[src/rtl/regfile_wr_arbiter.sv]
// ---------------------------------------------------------------------------
// regfile_wr_arbiter: shares the register file write port between MEM/WB and a
// queued MDU result FIFO. Optional statistics via WRARB_STATS_EN.  Rev 1.0
// ---------------------------------------------------------------------------
`default_nettype none

module regfile_wr_arbiter #(
  parameter int DEPTH        = 4,
  parameter int STARVE_LIMIT = 3,
  parameter int AW           = 5,
  parameter int DW           = 32
) (
  input  logic          clk,
  input  logic          rst,
  input  logic          pl_we,
  input  logic [AW-1:0] pl_addr,
  input  logic [DW-1:0] pl_data,
  output logic          pl_stall,
  input  logic          mdu_valid,
  input  logic [AW-1:0] mdu_addr,
  input  logic [DW-1:0] mdu_data,
  output logic          mdu_ready,
  input  logic [AW-1:0] rd_addr1,
  input  logic [AW-1:0] rd_addr2,
  output logic          rd_busy1,
  output logic          rd_busy2,
  output logic          wb_we,
  output logic [AW-1:0] wb_addr,
  output logic [DW-1:0] wb_data
`ifdef WRARB_STATS_EN
  ,
  output logic [31:0]   stall_cycles,
  output logic [31:0]   forced_grants
`else
`endif
);

  localparam int PW = $clog2(DEPTH);
  localparam int SW = $clog2(STARVE_LIMIT + 2);
  localparam logic [SW-1:0] STARVE_MAX = SW'(STARVE_LIMIT);
  localparam logic [PW:0]   FULL_CNT   = (PW+1)'(DEPTH);

  logic [AW-1:0]    fifo_addr [DEPTH];
  logic [DW-1:0]    fifo_data [DEPTH];
  logic [PW-1:0]    rd_ptr;
  logic [PW-1:0]    wr_ptr;
  logic [PW:0]      count;
  logic [SW-1:0]    starve_cnt;
  logic [DEPTH-1:0] entry_valid;
  logic             fifo_hit;
  logic             hit1;
  logic             hit2;
  logic             empty;
  logic             full;
  logic             pl_req;
  logic             starved;
  logic             gnt_fifo;
  logic             gnt_pl;
  logic             push;
  logic             pop;

  // An entry is live when its distance from the read pointer is below count.
  always_comb begin
    entry_valid = '0;
    fifo_hit    = 1'b0;
    hit1        = 1'b0;
    hit2        = 1'b0;
    for (int i = 0; i < DEPTH; i++) begin
      entry_valid[i] = ({1'b0, PW'(i) - rd_ptr} < count);
      if (entry_valid[i] && fifo_addr[i] == pl_addr)  fifo_hit = 1'b1;
      if (entry_valid[i] && fifo_addr[i] == rd_addr1) hit1     = 1'b1;
      if (entry_valid[i] && fifo_addr[i] == rd_addr2) hit2     = 1'b1;
    end
  end

  assign empty    = (count == '0);
  assign full     = (count == FULL_CNT);
  assign pl_req   = pl_we && (pl_addr != '0);
  assign starved  = (starve_cnt == STARVE_MAX);
  assign gnt_fifo = !empty && (!pl_req || starved || fifo_hit);
  assign gnt_pl   = pl_req && !gnt_fifo;
  assign pop      = gnt_fifo;
  assign push     = mdu_valid && mdu_ready;

  assign pl_stall  = !rst && pl_req && gnt_fifo;
  assign mdu_ready = !rst && !full;
  assign rd_busy1  = !rst && (rd_addr1 != '0) && hit1;
  assign rd_busy2  = !rst && (rd_addr2 != '0) && hit2;

  always_ff @(posedge clk) begin
    if (push) begin
      fifo_addr[wr_ptr] <= mdu_addr;
      fifo_data[wr_ptr] <= mdu_data;
    end
  end

  always_ff @(posedge clk) begin
    if (rst) begin
      rd_ptr     <= '0;
      wr_ptr     <= '0;
      count      <= '0;
      starve_cnt <= '0;
      wb_we      <= 1'b0;
      wb_addr    <= '0;
      wb_data    <= '0;
    end else begin
      if (push) wr_ptr <= wr_ptr + 1'b1;
      if (pop)  rd_ptr <= rd_ptr + 1'b1;
      if (push && !pop)      count <= count + 1'b1;
      else if (pop && !push) count <= count - 1'b1;

      if (pop || empty)                 starve_cnt <= '0;
      else if (gnt_pl && !starved)      starve_cnt <= starve_cnt + 1'b1;

      // r0-destined MDU results still pop, but never assert the write enable.
      if (gnt_fifo) begin
        wb_we   <= (fifo_addr[rd_ptr] != '0);
        wb_addr <= fifo_addr[rd_ptr];
        wb_data <= fifo_data[rd_ptr];
      end else if (gnt_pl) begin
        wb_we   <= 1'b1;
        wb_addr <= pl_addr;
        wb_data <= pl_data;
      end else begin
        wb_we   <= 1'b0;
      end
    end
  end

`ifdef WRARB_STATS_EN
  always_ff @(posedge clk) begin
    if (rst) begin
      stall_cycles  <= '0;
      forced_grants <= '0;
    end else begin
      if (pl_stall) stall_cycles <= stall_cycles + 32'd1;
      if (gnt_fifo && pl_req && starved && !fifo_hit) forced_grants <= forced_grants + 32'd1;
    end
  end
`else
`endif

endmodule

`default_nettype wire

[config.mk]
export PLATFORM = sky130hd
export DESIGN_NAME = regfile_wr_arbiter
export DESIGN_NICKNAME = d
export VERILOG_FILES = /design/src/rtl/regfile_wr_arbiter.sv
export SDC_FILE = /design/constraint.sdc
export NUM_CORES = 1
export LEC_CHECK = 0
export CAP_MARGIN = 30
export CORE_UTILIZATION = 50
export DETAILED_ROUTE_END_ITERATION = 7
export PLACE_DENSITY_LB_ADDON = 0.08
export SLEW_MARGIN = 40
export SYNTH_ARGS = -nofsm -noshare
export SYNTH_HDL_FRONTEND = slang
export SYNTH_SLANG_ARGS = --single-unit
[constraint.sdc]
create_clock -name clk -period 6 [get_ports clk]
set_input_delay 1.8 -clock clk [delete_from_list [all_inputs] [get_ports clk]]
set_output_delay 1.8 -clock clk [all_outputs]
set_load 0.05 [all_outputs]
==> results.yml <==
cells_and_area:
  layout.nets: 848
  fillers: 1322
  drive_above_1_share: 0.117
  fin_util: 0.628
  syn2layout_area_growth_pct: 22.5
  design_area_um2: 10900
  n_antenna_cell: 0
placed_design:
  place_congestion: 0.866
  io_buffers: 129
  dp.final_hpwl_mm: 12.5
  placed_area_um2: 10300
logic_synthesis:
  yosysWarningCount: 0
  synth_top_family_by_area: "multiplexers"
  netlist_instances: 642
  synth.mux.area_fraction: 0.145
  synth-adder-area-share: 0.0177
  synthesis.area_um2: 8890
  synth_compound_area_frac: 0.0356
  synth-seq-cells: 198
  synthFlopType: "edfxtp_1"
  synth.area.top_cells: "edfxtp_1 50%, dfxtp_1 11%, mux4_2 9.4%"
  yosysSeqAreaShare: 0.612
  synth_top_cell_area_share: 0.500
  yosys.area_share.simple: 0.0967
  ys_types: 40
  ys_async_sr_fraction: 0
  synth_top_cell_by_area: "edfxtp_1"
  syn_nets: 742
  synth_xor_xnor_area_share: 0.0630
  synth_enable_flop_cells: 148
  syn_area_per_cell_um2: 13.9
cts:
  clock_latency_ns: 0.42
  cts_num_sinks: 198
  cts_max_level: 4
  cts_buffers: 17
  cts_tree: "done"
  clockBufferDepth: 2
  postCtsSetupBuffers: 0
  clk_pin_slew_ns: 0.07
  cts_root_buf: "clkbuf_16"
  cts.repair.resized: 0
  cts_hold_buf: 0
global_route:
  grt_max_degree: 74
  track_usage: 0.226
  grt_pass1_vias: 5600
  grt_first_pass_wirelength_mm: 30.3
  gr-total-overflow: 0
  antenna_found_initial: 0
critical_path:
  critPathArrivalTime_ns: 3.79
  worst_ep_required_time_ns: 4.20
  crit_path_end_kind: "output port"
  crit_fanout: 6
  critPathKind: "in -> out"
  cp-start-kind: "primary input"
sta:
  skew_ns: 0.00797
  relSlewSlack: 0.452
  rsz0062_at_grt: "false"
  slew_violations: 0
  fin_crit_ns: 5.59
  fmax_mhz: 179
  hold_slack_ns: 0.444
  final-setup-viol-count: 0
  worst_pin_slew_ns: 0.823
  finalCritPeriodShare: 0.932
  hold_viol: 0
  setup-tns-final_ns: 0
pwr:
  power_mw: 4.23
  total_leakage_power_nw: 3.70
  power_density_nw_per_um2: 389
  ir_drop_v: 0.000232
die:
  core-area_um2: 17400
  start_util: 0.512
  row_count: 48
  die_y_um: 135
  ios: 130
  die_area_um2: 18300
  die_w_um: 135
route:
  drt_iter0_markers: 232
  via_per_inst: 5.43
  drt_pass1_iterations: 6
  drt_wl_total_mm: 19.5
  drc_errors: 0
  wl_per_cell_um: 19.7
  vias: 5351
  ant_nets: 0
min_path:
  hp-class: "reg -> reg"
job:
  drv_cap: 0
status:
  status: "finished clean"
-- power by group --
part           total (mW)  switching (mW)  internal [mW]
logic                1.34           0.730          0.608
clock network        1.10           0.515          0.587
registers            1.79           0.158           1.64
total                4.23            1.40           2.83
-- synthesized netlist by cell type, drive strengths merged (2+ instances only) --
library cell / n
a21oi: 44
and3: 5
buf: 14
clkbuf: 34
dfxtp: 50
edfxtp: 148
ha: 11
inv: 9
mux2: 40
mux4: 37
nand2: 75
nand2b: 2
nand3: 6
nand4: 5
nor2: 21
nor2b: 38
nor3: 11
nor4: 9
o211ai: 2
o21ai: 3
o21bai: 2
or4: 3
xnor2: 28
xor2: 36
-- sequential cells by signal (all words and copies together) (netlist names), named ones only --
| name | flops |
|---|---|
| wb_data | 32 |
| fifo_data | 128 |
| rd_ptr | 2 |
| wb_we | 1 |
| wb_addr | 5 |
| count | 3 |
| wr_ptr | 2 |
| starve_cnt | 3 |
| fifo_addr | 20 |
-- metal layers --
layer	part of all wire	GRT usage	wire, µm
met5	0	0	0
met4	0.0096	0.0574	187
met3	0.044	0.0456	857
met2	0.50	0.383	9780
met1	0.44	0.298	8620
-- cell families (layout without fill, tap and decap cells) --
family,after synthesis,after routing
flip-flops,198,198
AND/OR/NAND/NOR,177,177
multiplexers,78,78
XOR/XNOR,64,64
buffers and inverters,57,176
AO/OA/AOI/OAI,56,56
adder cells (fa/ha/maj),12,12
-- placed cells by master, fill, tap and decap left out, drive strengths merged --
cell type | Yosys | routed
or4 | 3 | 3
a21boi | 1 | 1
buf | 14 | 10
nor4 | 9 | 9
nor3 | 11 | 11
or3 | 1 | 1
and3 | 5 | 5
a311oi | 1 | 1
clkdlybuf4s50 | 0 | 125
clkbuf | 34 | 18
mux4 | 37 | 37
nand2b | 2 | 2
clkinvlp | 0 | 3
and2 | 1 | 1
dfxtp | 50 | 50
clkinv | 0 | 5
nand3 | 6 | 6
bufinv | 0 | 1
nand2 | 75 | 75
nor2 | 21 | 21
o31ai | 1 | 1
edfxtp | 148 | 148
fa | 1 | 1
o211ai | 2 | 2
inv | 9 | 14
mux2 | 40 | 40
nand4 | 5 | 5
o21bai | 2 | 2
mux2i | 1 | 1
xor2 | 36 | 36
a21oi | 44 | 44
xnor2 | 28 | 28
ha | 11 | 11
nor2b | 38 | 38
o21a | 1 | 1
o311ai | 1 | 1
o21ai | 3 | 3
-- through the flow --
step                      instances  worst slack, ns
after floorplan                 642            0.575
after global routing            986            0.333
after CTS                       986            0.380
after global placement          954            0.428
after detailed placement        954            0.406
final                           986            0.407
-- worst max-delay path: stages --
cell	delay, ns
clkdlybuf4s50_1	0.60
or4_4	0.62
o21ai_4	0.14
a311oi_1	0.07
nand4_2	0.15
and3_1	0.25
buf_12	0.16
-- final cells by class --
cell class	instances	area, µm²	area share
clock buffers	18	429	0.0394
clock inverters	14	148	0.0136
inverters	9	33.8	0.00310
multi-input cells	387	3220	0.295
flip-flops and latches	198	5450	0.500
well taps	225	282	0.0258
repair buffers	135	1340	0.123
-- worst paths after layout --
kind,end,cells past startpoint,from,slack (ns)
max,pl_stall,7,pl_addr[4],0.41
min,starve_cnt[0]$_SDFFE_PP0P_,1,starve_cnt[0]$_SDFFE_PP0P_,0.44
max reg2reg,count[2]$_SDFFE_PP0P_,14,count[1]$_SDFFE_PP0P_,2.78
min reg2reg,starve_cnt[0]$_SDFFE_PP0P_,1,starve_cnt[0]$_SDFFE_PP0P_,0.44
Note: power is estimated with default switching activity, not from simulation.
